### config.mk
export PLATFORM = sky130hd
export DESIGN_NAME = uart_tx_serializer
export DESIGN_NICKNAME = d
export VERILOG_FILES = /design/src/rtl/uart_pkg.sv /design/src/rtl/uart_bit_timer.sv /design/src/rtl/uart_tx_serializer.sv
export SDC_FILE = /design/constraint.sdc
export NUM_CORES = 1
export LEC_CHECK = 0
export CAP_MARGIN = 0
export CORE_MARGIN = 2
export CORE_UTILIZATION = 58
export DETAILED_ROUTE_END_ITERATION = 8
export PLACE_DENSITY_LB_ADDON = 0.1
export RECOVER_POWER = 25
export SYNTH_ARGS = -nofsm -noshare
export SYNTH_HDL_FRONTEND = slang
export SYNTH_HIERARCHICAL = 1
export SYNTH_SLANG_ARGS = --single-unit
### constraint.sdc
create_clock -name clk_i -period 5.92 [get_ports clk_i]
set_input_delay 0.592 -clock clk_i [delete_from_list [all_inputs] [get_ports clk_i]]
set_output_delay 0.592 -clock clk_i [all_outputs]
set_load 0.005 [all_outputs]
### src/rtl/uart_pkg.sv
// Shared UART types: transmit FSM state encoding and the frame parity helper.
package uart_pkg;

    typedef enum logic [2:0] {
        IDLE   = 3'd0,
        START  = 3'd1,
        DATA   = 3'd2,
        PARITY = 3'd3,
        STOP   = 3'd4
    } tx_state_e;

    // Wide enough for any supported data width; zero-extension leaves the XOR reduction unchanged.
    localparam int PAR_MAX_W = 16;

    function automatic logic calc_parity(input logic [PAR_MAX_W-1:0] data, input logic odd);
        return odd ? ~^data : ^data;
    endfunction

endpackage

### src/rtl/uart_bit_timer.sv
// Bit-period timer: tick_o marks the last clk_i cycle of every CLKS_PER_BIT-cycle bit period.
// clr_i holds the count at zero so the first period starts cleanly on the following cycle.
module uart_bit_timer #(
    parameter int CLKS_PER_BIT = 868
) (
    input  logic clk_i,
    input  logic rst_i,
    input  logic clr_i,
    output logic tick_o
);

    localparam int TW = $clog2(CLKS_PER_BIT);

    logic [TW-1:0] cnt_q;
    logic [TW-1:0] cnt_d;

    assign tick_o = (cnt_q == TW'(CLKS_PER_BIT - 1));

    always_comb begin
        cnt_d = cnt_q + TW'(1);
        if (clr_i || tick_o) begin
            cnt_d = '0;
        end
    end

    always_ff @(posedge clk_i) begin
        if (rst_i) begin
            cnt_q <= '0;
        end else begin
            cnt_q <= cnt_d;
        end
    end

endmodule

### src/rtl/uart_tx_serializer.sv
// UART transmit serializer: start, DW data bits, optional parity, 1-2 stop bits; serial line is registered.
// Word accepted when valid_i && ready_o; ready_o only in IDLE with en_i high; en_i low aborts the frame.
module uart_tx_serializer
    import uart_pkg::*;
#(
    parameter int DW           = 8,
    parameter int CLKS_PER_BIT = 868,
    parameter int PARITY_EN    = 0,
    parameter int PARITY_ODD   = 0,
    parameter int STOP_BITS    = 1,
    parameter int MSB_FIRST    = 0
) (
    input  logic          clk_i,
    input  logic          rst_i,
    input  logic          en_i,
    input  logic [DW-1:0] data_i,
    input  logic          valid_i,
    output logic          ready_o,
    output logic          serial_o,
    output logic          busy_o,
    output logic          done_o
);

    localparam int CW = $clog2(DW);

    tx_state_e     state_q, state_d;
    logic [DW-1:0] shift_q, shift_d;
    logic [CW-1:0] bit_cnt_q, bit_cnt_d;
    logic          par_q, par_d;
    logic          serial_q, serial_d;
    logic          done_d;
    logic          tick;
    logic          accept;
    logic          timer_clr;
    logic [DW-1:0] data_ord;

    assign ready_o   = (state_q == IDLE) && en_i;
    assign accept    = valid_i && ready_o;
    assign busy_o    = (state_q != IDLE);
    assign serial_o  = serial_q;
    assign done_o    = done_d && !rst_i;
    assign timer_clr = (state_q == IDLE) || !en_i;

    uart_bit_timer #(
        .CLKS_PER_BIT(CLKS_PER_BIT)
    ) u_bit_timer (
        .clk_i (clk_i),
        .rst_i (rst_i),
        .clr_i (timer_clr),
        .tick_o(tick)
    );

    // The shifter always emits bit 0, so MSB-first words are stored bit-reversed.
    always_comb begin
        data_ord = data_i;
        if (MSB_FIRST != 0) begin
            for (int i = 0; i < DW; i++) begin
                data_ord[i] = data_i[DW-1-i];
            end
        end
    end

    always_comb begin
        state_d   = state_q;
        shift_d   = shift_q;
        bit_cnt_d = bit_cnt_q;
        par_d     = par_q;
        done_d    = 1'b0;

        case (state_q)
            IDLE: begin
                if (accept) begin
                    state_d   = START;
                    shift_d   = data_ord;
                    bit_cnt_d = '0;
                    par_d     = (PARITY_EN != 0) ?
                                calc_parity(PAR_MAX_W'(data_i), PARITY_ODD != 0) : 1'b0;
                end
            end
            START: begin
                if (tick) begin
                    state_d   = DATA;
                    bit_cnt_d = '0;
                end
            end
            DATA: begin
                if (tick) begin
                    shift_d = shift_q >> 1;
                    if (bit_cnt_q == CW'(DW - 1)) begin
                        bit_cnt_d = '0;
                        state_d   = (PARITY_EN != 0) ? PARITY : STOP;
                    end else begin
                        bit_cnt_d = bit_cnt_q + CW'(1);
                    end
                end
            end
            PARITY: begin
                if (tick) begin
                    state_d   = STOP;
                    bit_cnt_d = '0;
                end
            end
            STOP: begin
                if (tick) begin
                    if (bit_cnt_q == CW'(STOP_BITS - 1)) begin
                        state_d   = IDLE;
                        bit_cnt_d = '0;
                        done_d    = 1'b1;
                    end else begin
                        bit_cnt_d = bit_cnt_q + CW'(1);
                    end
                end
            end
            default: begin
                state_d   = IDLE;
                bit_cnt_d = '0;
            end
        endcase

        if (!en_i) begin
            state_d   = IDLE;
            bit_cnt_d = '0;
            done_d    = 1'b0;
        end
    end

    // Line level is derived from the state being entered so serial_o changes on the same edge as the FSM.
    always_comb begin
        serial_d = 1'b1;
        case (state_d)
            START:   serial_d = 1'b0;
            DATA:    serial_d = shift_d[0];
            PARITY:  serial_d = par_d;
            default: serial_d = 1'b1;
        endcase
    end

    always_ff @(posedge clk_i) begin
        if (rst_i) begin
            state_q   <= IDLE;
            shift_q   <= '0;
            bit_cnt_q <= '0;
            par_q     <= 1'b0;
            serial_q  <= 1'b1;
        end else begin
            state_q   <= state_d;
            shift_q   <= shift_d;
            bit_cnt_q <= bit_cnt_d;
            par_q     <= par_d;
            serial_q  <= serial_d;
        end
    end

endmodule

Yosys cells after proc, flatten, opt, wreduce, memory -nomap -nowiden:

Index checks and enable logic that the tools add are counted.

* $add $sub $neg: 2
* eq/ne operators: 13
* mux-type cells: 26
* bitwise logic cells: 1
* reductions and logical operators: 16

Operators by type and width (number)
* 3-bit two-way mux: 14
* 8-bit two-way mux: 2
* 8-bit case mux with 2 select lines: 1
* 3-bit case mux with 5 select lines: 1
* 3-bit by 2-bit == test with 1-bit output, second input constant: 4
* 3-bit case mux with 4 select lines: 1
* 10-bit by 1-bit adder with 10-bit output, second input constant: 1
* 10-bit == test, second input constant: 1
* 3-bit by 1-bit == test with 1-bit output, second input constant: 2
* 3-bit == test, second input constant: 2
* 3-bit logical NOT: 2
* 1-bit two-way mux: 6
* 2-bit by 1-bit != test with 1-bit output, second input constant: 3
* 2-bit OR reduction: 3
* 4-bit AND reduction: 1
* 3-bit by 1-bit adder with 3-bit output, second input constant: 1
* 1-bit logical AND: 3
* 1-bit case mux with 3 select lines: 1
* 3-bit AND reduction: 1
* 3-bit nonzero test: 1
* 1-bit logical NOT: 2
* 1-bit logical OR: 2
* 2-bit != test, second input constant: 1
* 2-bit nonzero test: 1
* 1-bit inverter: 1

* bits in registers: 26
* output and inout bits: 4

Depth between registers and ports, before layout:

Gate-level depths: netlist of run 1.

* depth after elaboration: 8
* mapped depth: 10
* depth with buffers taken out: 8

Hierarchy:

The synthesis of run 1 kept the hierarchy.

By module, submodules not included
* uart_tx_serializer: times used 1, cells each 101, area an instance 850.8 µm², sequential area each 320.3 µm²
* uart_bit_timer: times used 1, cells each 53, area an instance 454.2 µm², sequential area each 200.2 µm²

Worst setup path before layout of run 1:

No wires, ideal clock.

* path kind: reg2reg
* from: register u_bit_timer.cnt_q[4]
* to: register serial_q (netlist: serial_o)
* library setup time: 0.129 ns
* data arrival time: 1.998 ns
* required time: 5.791 ns
* slack: 3.793 ns
* cell stages (with the launch flop): 10
* period minus slack after synthesis: 2.127 ns
* cells stage by stage: dfxtp_1 > nor4b_1 > nand2_1 > nor2_1 > buf_2 > and4bb_1 > buf_2 > nor2b_1 > a2111oi_2 > o211ai_1

* longest elaborated chain between the ends: 6

Ends and longest elaborated chain
* start, declared: RTL line uart_bit_timer.sv:14 `logic [TW-1:0] cnt_q;`
* start signal, assigned: RTL line uart_bit_timer.sv:30 `cnt_q <= cnt_d;`
* 10-bit == test (*): RTL line uart_bit_timer.sv:17 `assign tick_o = (cnt_q == TW'(CLKS_PER_BIT - 1));`
* net tick: RTL line uart_tx_serializer.sv:32 `logic tick;`
* 3-bit two-way mux, on equally long branches
* 3-bit case mux with 5 select lines: RTL line uart_tx_serializer.sv:70 `case (state_q)`
* 3-bit two-way mux: RTL line uart_tx_serializer.sv:120 `if (!en_i) begin`
* 3-bit by 2-bit == test with 1-bit output or 3-bit by 1-bit == test with 1-bit output (tied branches): RTL line uart_tx_serializer.sv:130 `case (state_d)`
* 1-bit case mux with 3 select lines (*): RTL line uart_tx_serializer.sv:130
* end signal, assigned: RTL line uart_tx_serializer.sv:150 `serial_q <= serial_d;`
* end, declared: RTL line uart_tx_serializer.sv:30 `logic serial_q, serial_d;`

Mark *: on every way through the listed nets, which the timed path passes. The rest lies on a longest branch. The select of a mux whose other input is x is not followed.
A chain may end at the register's enable or synchronous reset.

Worst setup path in the final report of run 1:

* from: register u_bit_timer.cnt_q[4]
* to: output port done_o

* longest elaborated chain between the ends: 5

Ends and longest elaborated chain
* 10-bit == test: RTL line uart_bit_timer.sv:17
* net tick: RTL line uart_tx_serializer.sv:32
* 1-bit two-way mux: RTL line uart_tx_serializer.sv:104 `if (tick) begin`
* 1-bit two-way mux: RTL line uart_tx_serializer.sv:70
* 1-bit two-way mux: RTL line uart_tx_serializer.sv:120
* 1-bit logical AND: RTL line uart_tx_serializer.sv:41 `assign done_o = done_d && !rst_i;`
* end, declared: RTL line uart_tx_serializer.sv:21 `output logic done_o`

The timed path passes the listed nets, and every way through them passes these cells.

==> results of run 1 <==
[layout make-up]
class	instances	area share [%]
multi-input cells	115	48.05
flip-flops and latches	26	34.47
repair buffers	15	9.942
well taps	28	2.320
clock inverters	1	1.988
inverters	7	1.740
clock buffers	3	1.491
[power breakdown]
part	leakage [nW]	total (mW)	internal [mW]	switching, mW
Sequential	0.211	0.181	0.178	0.00261
Combinational	0.266	0.0258	0.0144	0.0114
Clock	0.0279	0.123	0.0684	0.0543
Total	0.505	0.330	0.261	0.0683
[logic make-up (layout without fill, tap and decap cells)]
kind of cell / count (synthesis) / count (layout) / synth area share, %
fa+ha+maj: 4 / 4 / 3.835
xor+xnor: 5 / 5 / 3.356
simple gates: 73 / 73 / 30.39
compound gates: 32 / 32 / 17.55
flops: 26 / 26 / 39.89
buf+inv: 13 / 26 / 4.218
mux: 1 / 1 / 0.7670
[per-stage QoR]
| stage | cell area [um^2] | hold slack, ns | total power, mW |
|---|---|---|---|
| after floorplan | 1305 | 0.4261 | 0.1981 |
| after global placement | 1461 | 0.4435 | 0.2102 |
| after detailed placement | 1461 | 0.4560 | 0.2108 |
| after CTS | 1514 | 0.4885 | 0.3332 |
| after global routing | 1510 | 0.5069 | 0.3417 |
| final | 1510 | 0.4825 | 0.3295 |
[layer usage]
layer | vias up | track usage (%)
li1 | 586 | -
met1 | 543 | 27.92
met2 | 35 | 36.75
met3 | 4 | 3.509
met4 | 0 | 10.96
met5 | - | 0
[flip-flops by register name (all words and copies together), names as in the netlist]
name,cells
state_q,3
serial_o,1
u_bit_timer/cnt_q,10
par_q,1
bit_cnt_q,3
shift_q,8
[synth_stat cells (all sizes together)]
cell and instances:
and4 2, a21oi 8, a22oi 1, o21bai 1, nand2b 7, a31oi 3, o211ai 1, xnor2 2
a222oi 6, a32o 1, and3b 2, nor4b 2, o21ai 7, nor3 3, inv 7, and4bb 1
dfxtp 26, a32oi 1, or2 1, or3 2, clkbuf 1, buf 5, mux2i 1, o22ai 1
a2111oi 2, nand3 8, xor2 3, nor2b 3, nand2 6, ha 4, nand3b 1, and2 2
nor3b 2, nand4 1, nand4bb 1, nor2 27, nand4b 2
[how the worst max path moves through the flow]
stage | from | end | depth (start not counted)
6_report | u_bit_timer/cnt_q[4]$_SDFF_PP0_ | done_o | 6
4_1_cts | u_bit_timer/cnt_q[4]$_SDFF_PP0_ | done_o | 6
2_1_floorplan | u_bit_timer/cnt_q[4]$_SDFF_PP0_ | serial_o$_SDFF_PP1_ | 9
3_5_place_dp | rst_i | done_o | 6
3_3_place_gp | rst_i | done_o | 6
5_1_grt | u_bit_timer/cnt_q[4]$_SDFF_PP0_ | done_o | 6
==> impl_metrics.yaml, run 1 <==
status:
  outcome: "completed"
clock_tree:
  cts_resized: 0
  cts.sinks: 26
  clkTransAtPathRegs_ns: 0.15
  post_cts_buffers: 0
  clk_latency_ns: 0.32
  numCtsBuffers: 3
  htreeDepth: 1
  cts-root-buf: "clkbuf_4"
  clock_path_buffers: 2
  cts_tree: "built"
  holdBufCountCts: 0
setup_path:
  crit_family: "simple AND/OR/NAND/NOR gates"
  crit_slowest_cell: "nor4b_1"
  r2r_cells: 7
  r2r_end: "serial_o$_SDFF_PP1_"
  cp.arrival_ns: 2.67
  crit_required_ns: 5.33
  crit_top_cell: "nor2_1"
  path_buf_inv: 1
  max_stage_delay_ns: 0.56
  crit_type: "reg2out"
  end_kind: "output port"
  path_cells: "nor4b_1, nand2_1, nor2_1, nand3_1, nor2_1, clkdlybuf4s50_1"
  crit_path_max_fanout: 10
  r2r_slack_ns: 3.16
  start_kind: "flip-flop"
  rr_startpoint: "u_bit_timer/cnt_q[4]$_SDFF_PP0_"
floorplan:
  fp.dieH_um: 51.44
  dieArea_mm2: 0.002646
  fp.dieW_um: 51.44
  start_util_pct: 60.15
  coreArea_mm2: 0.002170
  io_pins: 16
  rows: 17
sta:
  period_share_pct: 55.04
  tightest_slew_ns: 0.5813
  tns_ns: 0
  slew_headroom_pct: 60.70
  clock_skew_ns: 0.007819
  max_freq_mhz: 306.9
  maxSlewViolCount: 0
  rsz0062_at_grt: "false"
  worst_slack_ns: 2.662
  final-setup-viol-count: 0
  period_needed_ns: 3.258
  hold_viol: 0
hold_path:
  hp-class: "reg2reg"
  hold_start: "u_bit_timer/cnt_q[0]$_SDFF_PP0_"
  whs_endpoint: "u_bit_timer/cnt_q[0]$_SDFF_PP0_"
  whs_path_depth: 1
finish:
  final_cells: 195
  post-route-util_pct: 69.61
  layout_commonest_cell: "nor2_1"
  layout_common_cells: "nor2_1 (27), dfxtp_1 (26), clkdlybuf4s50_1 (13)"
  nets: 184
  seq_area_um2: 520.5
  synthToLayoutAreaGrowth_pct: 15.72
  fill_cells: 192
  drive_gt1_share_pct: 4.192
  diodes: 0
  multi_input_area_um2: 725.7
global_routing:
  grtUsageTotal_pct: 22.24
  grt_max_degree: 17
  grt-ovfl-total: 0
  grt_pass1_vias: 1059
  antenna_found_initial: 0
  grt_first_pass_wirelength_um: 4485
logic_synthesis:
  synth_top_area_share_pct: 39.88
  ys_types: 40
  synth_cells: 154
  ys_top_cells_by_area: "dfxtp_1 (40%), nor2_1 (7.8%), a222oi_1 (4.6%)"
  syn_area_per_cell_um2: 8.474
  synth_seq_area_share_pct: 39.88
  synth-seq-cells: 26
  yosysWarnings: 6
  synth_nets: 170
  synth_top_area_cell: "dfxtp_1"
  syn_area_mm2: 0.001305
place:
  dp_slack_ns: 2.881
  port_buffers: 15
  place_inst: 191
  gp_congestion: 0.7843
  place_hpwl_um: 1897
pwr:
  power_per_cell_area_mw_per_mm2: 218.2
  p_leak_nw: 0.5045
  peakVddDrop_mv: 0.1509
route:
  wl_met1_um: 1231
  viasPerCell: 5.990
  antenna_left: 0
  wire_per_inst_um: 13.56
  vias: 1168
  drt_first_pass_iters: 4
  wl_met2_um: 1278
  top_layer: "met4"
  routed_wl_um: 2645
  drc: 0
  dr_wl_met3_um: 98
  drtIter0Drc: 43
run:
  cap_violations: 0
No activity file was read; power rests on OpenSTA's default activity.
==> run 2, diff against run 1 <==
--- a/config.mk
+++ b/config.mk
@@ -7,7 +7,7 @@
 export LEC_CHECK = 0
 export CAP_MARGIN = 0
 export CORE_MARGIN = 2
-export CORE_UTILIZATION = 58
+export CORE_UTILIZATION = 49
 export DETAILED_ROUTE_END_ITERATION = 8
 export PLACE_DENSITY_LB_ADDON = 0.1
 export RECOVER_POWER = 25
==> constraint.sdc (replaced) <==
create_clock -name clk_i -period 2.85 [get_ports clk_i]
set_input_delay 0.285 -clock clk_i [delete_from_list [all_inputs] [get_ports clk_i]]
set_output_delay 0.285 -clock clk_i [all_outputs]
set_load 0.005 [all_outputs]
==> impl_metrics.yaml, run 2 (synthesis gave the netlist of run 1 again) <==
pwr:
  cell_internal_pwr_mw: 0.4796
  comb_power_share_pct: 9.0
  pwr-share-seq_pct: 61.2
  p_sw_share_pct: 21.90
  power.switching_mw: 0.1345
  peakVddDrop_mv: 0.3644
  p_clk_share_pct: 29.8
  p_leak_nw: 0.5100
  power_per_cell_area_mw_per_mm2: 404.6
route:
  vias: 1157
  routed_wl_um: 2515
  drc: 0
  viasPerCell: 5.814
  wire_per_inst_um: 12.64
  drtIter0Drc: 38
  drt_first_pass_iters: 4
  antenna_left: 0
sta:
  maxSlewViolCount: 0
  worst_slack_ns: 0.3290
  clock_skew_ns: 0.009320
  final-setup-viol-count: 0
  tightest_slew_ns: 0.4820
  max_freq_mhz: 396.7
  tns_ns: 0
  period_share_pct: 88.45
  period_needed_ns: 2.521
  hold_viol: 0
  rsz0062_at_grt: "false"
  slew_headroom_pct: 67.65
floorplan:
  coreArea_mm2: 0.002500
  rows: 18
  start_util_pct: 52.20
  fp.dieW_um: 55.61
  io_pins: 16
  dieArea_mm2: 0.003092
  fp.dieH_um: 55.61
place:
  post_dp_cell_area_mm2: 0.001479
  dp_slack_ns: 0.4388
  port_buffers: 15
  place_hpwl_um: 1880
  gp_congestion: 0.8259
finish:
  seq_area_um2: 520.5
  largest_registers: "u_bit_timer/cnt_q x10, shift_q x8"
  stdcell_area_mm2: 0.001518
  drive_gt1_share_pct: 5.917
  layout_common_cells: "nor2_1 (27), dfxtp_1 (26), clkdlybuf4s50_1 (14)"
  layout_commonest_cell: "nor2_1"
  fill_cells: 243
  largest_reg_flops: 10
  multi_input_area_um2: 732.0
  largest_register: "u_bit_timer/cnt_q"
  synthToLayoutAreaGrowth_pct: 16.30
  diodes: 0
  nets: 186
setup_path:
  rr_startpoint: "u_bit_timer/cnt_q[0]$_SDFF_PP0_"
  r2r_cells: 8
  start_kind: "flip-flop"
  crit_path_max_fanout: 5
  r2r_slack_ns: 0.53
  crit_type: "reg2out"
  crit_required_ns: 2.57
  r2r_end: "serial_o$_SDFF_PP1_"
  cp.arrival_ns: 2.24
  end_kind: "output port"
status:
  outcome: "completed"
clock_tree:
  cts.sinks: 26
  htreeDepth: 1
  clock_path_buffers: 2
  cts-root-buf: "clkbuf_4"
  numCtsBuffers: 3
  post_cts_buffers: 0
  clkTransAtPathRegs_ns: 0.13
  clk_latency_ns: 0.32
  cts_tree: "built"
global_routing:
  grt-ovfl-total: 0
  grt_first_pass_wirelength_um: 4367
  grt_max_degree: 17
  antenna_found_initial: 0
  grt_pass1_vias: 1007
  grtUsageTotal_pct: 17.16
hold_path:
  whs_endpoint: "u_bit_timer/cnt_q[0]$_SDFF_PP0_"
  hold_start: "u_bit_timer/cnt_q[0]$_SDFF_PP0_"
  whs_path_depth: 1
  hp-class: "reg2reg"
run:
  cap_violations: 0
## run 2: power by group through the flow
| stage | registers (mW) | clock network (mW) | logic, mW |
|---|---|---|---|
| final | 0.376 | 0.183 | 0.0553 |
| after global routing | 0.377 | 0.206 | 0.0607 |
| after CTS | 0.376 | 0.191 | 0.0560 |
| after detailed placement | 0.384 | 0 | 0.0558 |
| after global placement | 0.384 | 0 | 0.0549 |
| after floorplan | 0.381 | 0 | 0.0302 |
## run 2: layout make-up
| class | instances | share of cell area (%) |
|---|---|---|
| repair buffers | 17 | 10.88 |
| multi-input cells | 115 | 48.23 |
| flip-flops and latches | 26 | 34.30 |
| inverters | 7 | 1.731 |
| well taps | 30 | 2.473 |
| clock buffers | 4 | 2.391 |
## run 2: metrics by stage
step	util (%)	std cells	power [mW]	hold slack [ns]
after floorplan	-	154	0.4116	0.3611
after global placement	59.16	195	0.4385	0.4475
after detailed placement	59.16	195	0.4396	0.4568
after CTS	60.61	199	0.6231	0.4856
after global routing	60.71	199	0.6440	0.5160
final	60.71	199	0.6141	0.4847
## run 2: critical path: stages, from the launching register on
cell	delay (ns)
dfxtp_1	0.40
ha_1	0.24
nor2b_1	0.23
nand2_1	0.13
nor2_1	0.23
nand3_1	0.10
nor2_1	0.10
clkdlybuf4s50_1	0.50
## run 2: how the worst max path moves through the flow
stage	from	end	slack, ns
5_1_grt	u_bit_timer/cnt_q[0]$_SDFF_PP0_	done_o	0.09
3_3_place_gp	u_bit_timer/cnt_q[4]$_SDFF_PP0_	serial_o$_SDFF_PP1_	0.54
2_1_floorplan	u_bit_timer/cnt_q[4]$_SDFF_PP0_	serial_o$_SDFF_PP1_	0.72
4_1_cts	u_bit_timer/cnt_q[4]$_SDFF_PP0_	done_o	0.19
3_5_place_dp	u_bit_timer/cnt_q[3]$_SDFF_PP0_	serial_o$_SDFF_PP1_	0.44
6_report	u_bit_timer/cnt_q[0]$_SDFF_PP0_	done_o	0.33
## run 2: repair_timing
item | CTS | global route
endpoints found under the hold margin | 0 | 0
hold buffers | 0 | 0
setup endpoints to repair | 0 | 1
gates resized for setup | 0 | 1
## run 2: routing by layer
layer  vias to the layer above  track usage [%]  share of wire [%]
met2                        31            28.23                 48
met3                         2            4.186                6.2
li1                        589                -                  -
met5                         -                0                  0
met1                       535            22.17                 45
met4                         0            5.226               0.72
==> run 3, diff against run 2 <==
--- a/config.mk
+++ b/config.mk
@@ -7,8 +7,9 @@
 export LEC_CHECK = 0
 export CAP_MARGIN = 0
 export CORE_MARGIN = 2
-export CORE_UTILIZATION = 49
+export CORE_UTILIZATION = 55
 export DETAILED_ROUTE_END_ITERATION = 8
+export DONT_BUFFER_PORTS = 1
 export PLACE_DENSITY_LB_ADDON = 0.1
 export RECOVER_POWER = 25
 export SYNTH_ARGS = -nofsm -noshare
==> impl_metrics.yaml, run 3 (synthesis gave the netlist of run 1 again) <==
sta:
  maxSlewViolCount: 0
  period_share_pct: 80.04
  final-setup-viol-count: 0
  tightest_slew_ns: 0.4773
  tns_ns: 0
  max_freq_mhz: 438.4
  period_needed_ns: 2.281
  hold_viol: 0
  rsz0062_at_grt: "false"
  clock_skew_ns: 0.0009087
  slew_headroom_pct: 67.73
global_routing:
  grtUsageTotal_pct: 20.19
  globalRouteMet2Util_pct: 32.08
  grt_pass1_vias: 1039
  grt.busiest_layer: "met2"
  grt-ovfl-total: 0
  antenna_found_initial: 0
  grt_use_met1_pct: 25.58
  grt_first_pass_wirelength_um: 4236
  use_met3_pct: 4.571
  grt_max_degree: 17
clock_tree:
  post_cts_buffers: 0
  cts_tree: "built"
  cts_resized: 0
  clock_path_buffers: 2
  htreeDepth: 1
  cts-root-buf: "clkbuf_4"
  clkTransAtPathRegs_ns: 0.14
  cts.sinks: 26
  numCtsBuffers: 3
  clk_latency_ns: 0.31
  holdBufCountCts: 0
pwr:
  p_clk_share_pct: 37.6
  peakVddDrop_mv: 0.2791
  p_leak_nw: 0.4629
  power_per_cell_area_mw_per_mm2: 473.0
  p_sw_share_pct: 19.74
  power.switching_mw: 0.1299
  comb_power_share_pct: 5.2
  pwr-share-seq_pct: 57.2
  cell_internal_pwr_mw: 0.5282
setup_path:
  start_kind: "flip-flop"
  end_kind: "flip-flop"
  crit_type: "reg2reg"
  r2r_cells: 7
  startpoint: "u_bit_timer/cnt_q[3]$_SDFF_PP0_"
  rr_startpoint: "u_bit_timer/cnt_q[3]$_SDFF_PP0_"
  r2r_slack_ns: 0.57
  crit_required_ns: 3.06
  cp.arrival_ns: 2.49
  crit_path_max_fanout: 8
  crit_path_end: "serial_o$_SDFF_PP1_"
  r2r_end: "serial_o$_SDFF_PP1_"
place:
  port_buffers: 0
  place_hpwl_um: 1693
  gp_congestion: 0.7713
floorplan:
  fp.dieW_um: 52.71
  dieArea_mm2: 0.002778
  coreArea_mm2: 0.002233
  start_util_pct: 58.43
  rows: 17
  io_pins: 16
  fp.dieH_um: 52.71
route:
  antenna_left: 0
  viasPerCell: 6.060
  vias: 1109
  routed_wl_um: 2390
  wire_per_inst_um: 13.06
  drtIter0Drc: 35
  drc: 0
  drt_first_pass_iters: 4
finish:
  layout_common_cells: "nor2_1 (27), dfxtp_1 (26), nand3_1 (8), a21oi_1 (8)"
  multi_input_area_um2: 729.5
  nets: 172
  largest_register: "u_bit_timer/cnt_q"
  largest_registers: "u_bit_timer/cnt_q x10, shift_q x8"
  drive_gt1_share_pct: 5.806
  post-route-util_pct: 62.30
  seq_area_um2: 520.5
  layout_commonest_cell: "nor2_1"
  diodes: 0
  fill_cells: 217
  largest_reg_flops: 10
  synthToLayoutAreaGrowth_pct: 6.615
run:
  cap_violations: 0
status:
  outcome: "completed"
hold_path:
  hp-class: "in2reg"
run 3: per-stage QoR:
| step | power [mW] | instance area, um^2 | worst slack, ns | hold WS (ns) | std cells |
|---|---|---|---|---|---|
| after floorplan | 0.4116 | 1305 | 0.7230 | 0.3611 | 154 |
| after global placement | 0.4140 | 1319 | 0.6459 | 0.3599 | 177 |
| after detailed placement | 0.4144 | 1319 | 0.5943 | 0.3617 | 177 |
| after CTS | 0.6650 | 1371 | 0.5528 | 0.001925 | 181 |
| after global routing | 0.6878 | 1391 | 0.2776 | 0.0002857 | 183 |
| final | 0.6580 | 1391 | 0.5688 | 0.02215 | 183 |
run 3: worst max-delay path, cell delays in order (launching register included):
cell,delay (ns)
dfxtp_1,0.37
nor4b_1,0.49
nand2_1,0.18
nor2_1,0.15
and4bb_1,0.38
nor2b_1,0.12
a2111oi_2,0.36
o211ai_1,0.12
run 3: how the worst min path moves through the flow:
stage | to | from | slack, ns | cells after the start
6_report | shift_q[6]$_SDFFE_PP0P_ | rst_i | 0.02 | 1
2_1_floorplan | par_q$_SDFF_PP0_ | rst_i | 0.36 | 1
5_1_grt | shift_q[6]$_SDFFE_PP0P_ | rst_i | 0.0003 | 1
3_3_place_gp | shift_q[7]$_SDFFE_PP0P_ | rst_i | 0.36 | 1
4_1_cts | shift_q[1]$_SDFFE_PP0P_ | rst_i | 0.002 | 1
3_5_place_dp | shift_q[1]$_SDFFE_PP0P_ | rst_i | 0.36 | 1
run 3: cell type report:
| cell class | instances | area share (%) |
|---|---|---|
| clock inverters | 1 | 2.158 |
| repair buffers | 3 | 1.978 |
| well taps | 28 | 2.518 |
| clock buffers | 3 | 1.619 |
| multi-input cells | 115 | 52.43 |
| flip-flops and latches | 26 | 37.41 |
| inverters | 7 | 1.888 |
run 3: power by group through the flow:
| stage | clock (mW) | combinational (mW) | sequential [mW] |
|---|---|---|---|
| 2_1_floorplan | 0 | 0.0302 | 0.381 |
| 3_3_place_gp | 0 | 0.0302 | 0.384 |
| 3_5_place_dp | 0 | 0.0304 | 0.384 |
| 4_1_cts | 0.258 | 0.0305 | 0.376 |
| 5_1_grt | 0.271 | 0.0393 | 0.377 |
| 6_report | 0.248 | 0.0343 | 0.376 |
run 3: per-layer routing:
layer | vias to the layer above | part of all wire (%) | wire length, um
li1 | 563 | - | -
met1 | 528 | 49 | 1169
met2 | 16 | 47 | 1120
met3 | 2 | 3.5 | 84
met4 | 0 | 0.67 | 16
met5 | - | 0 | 0
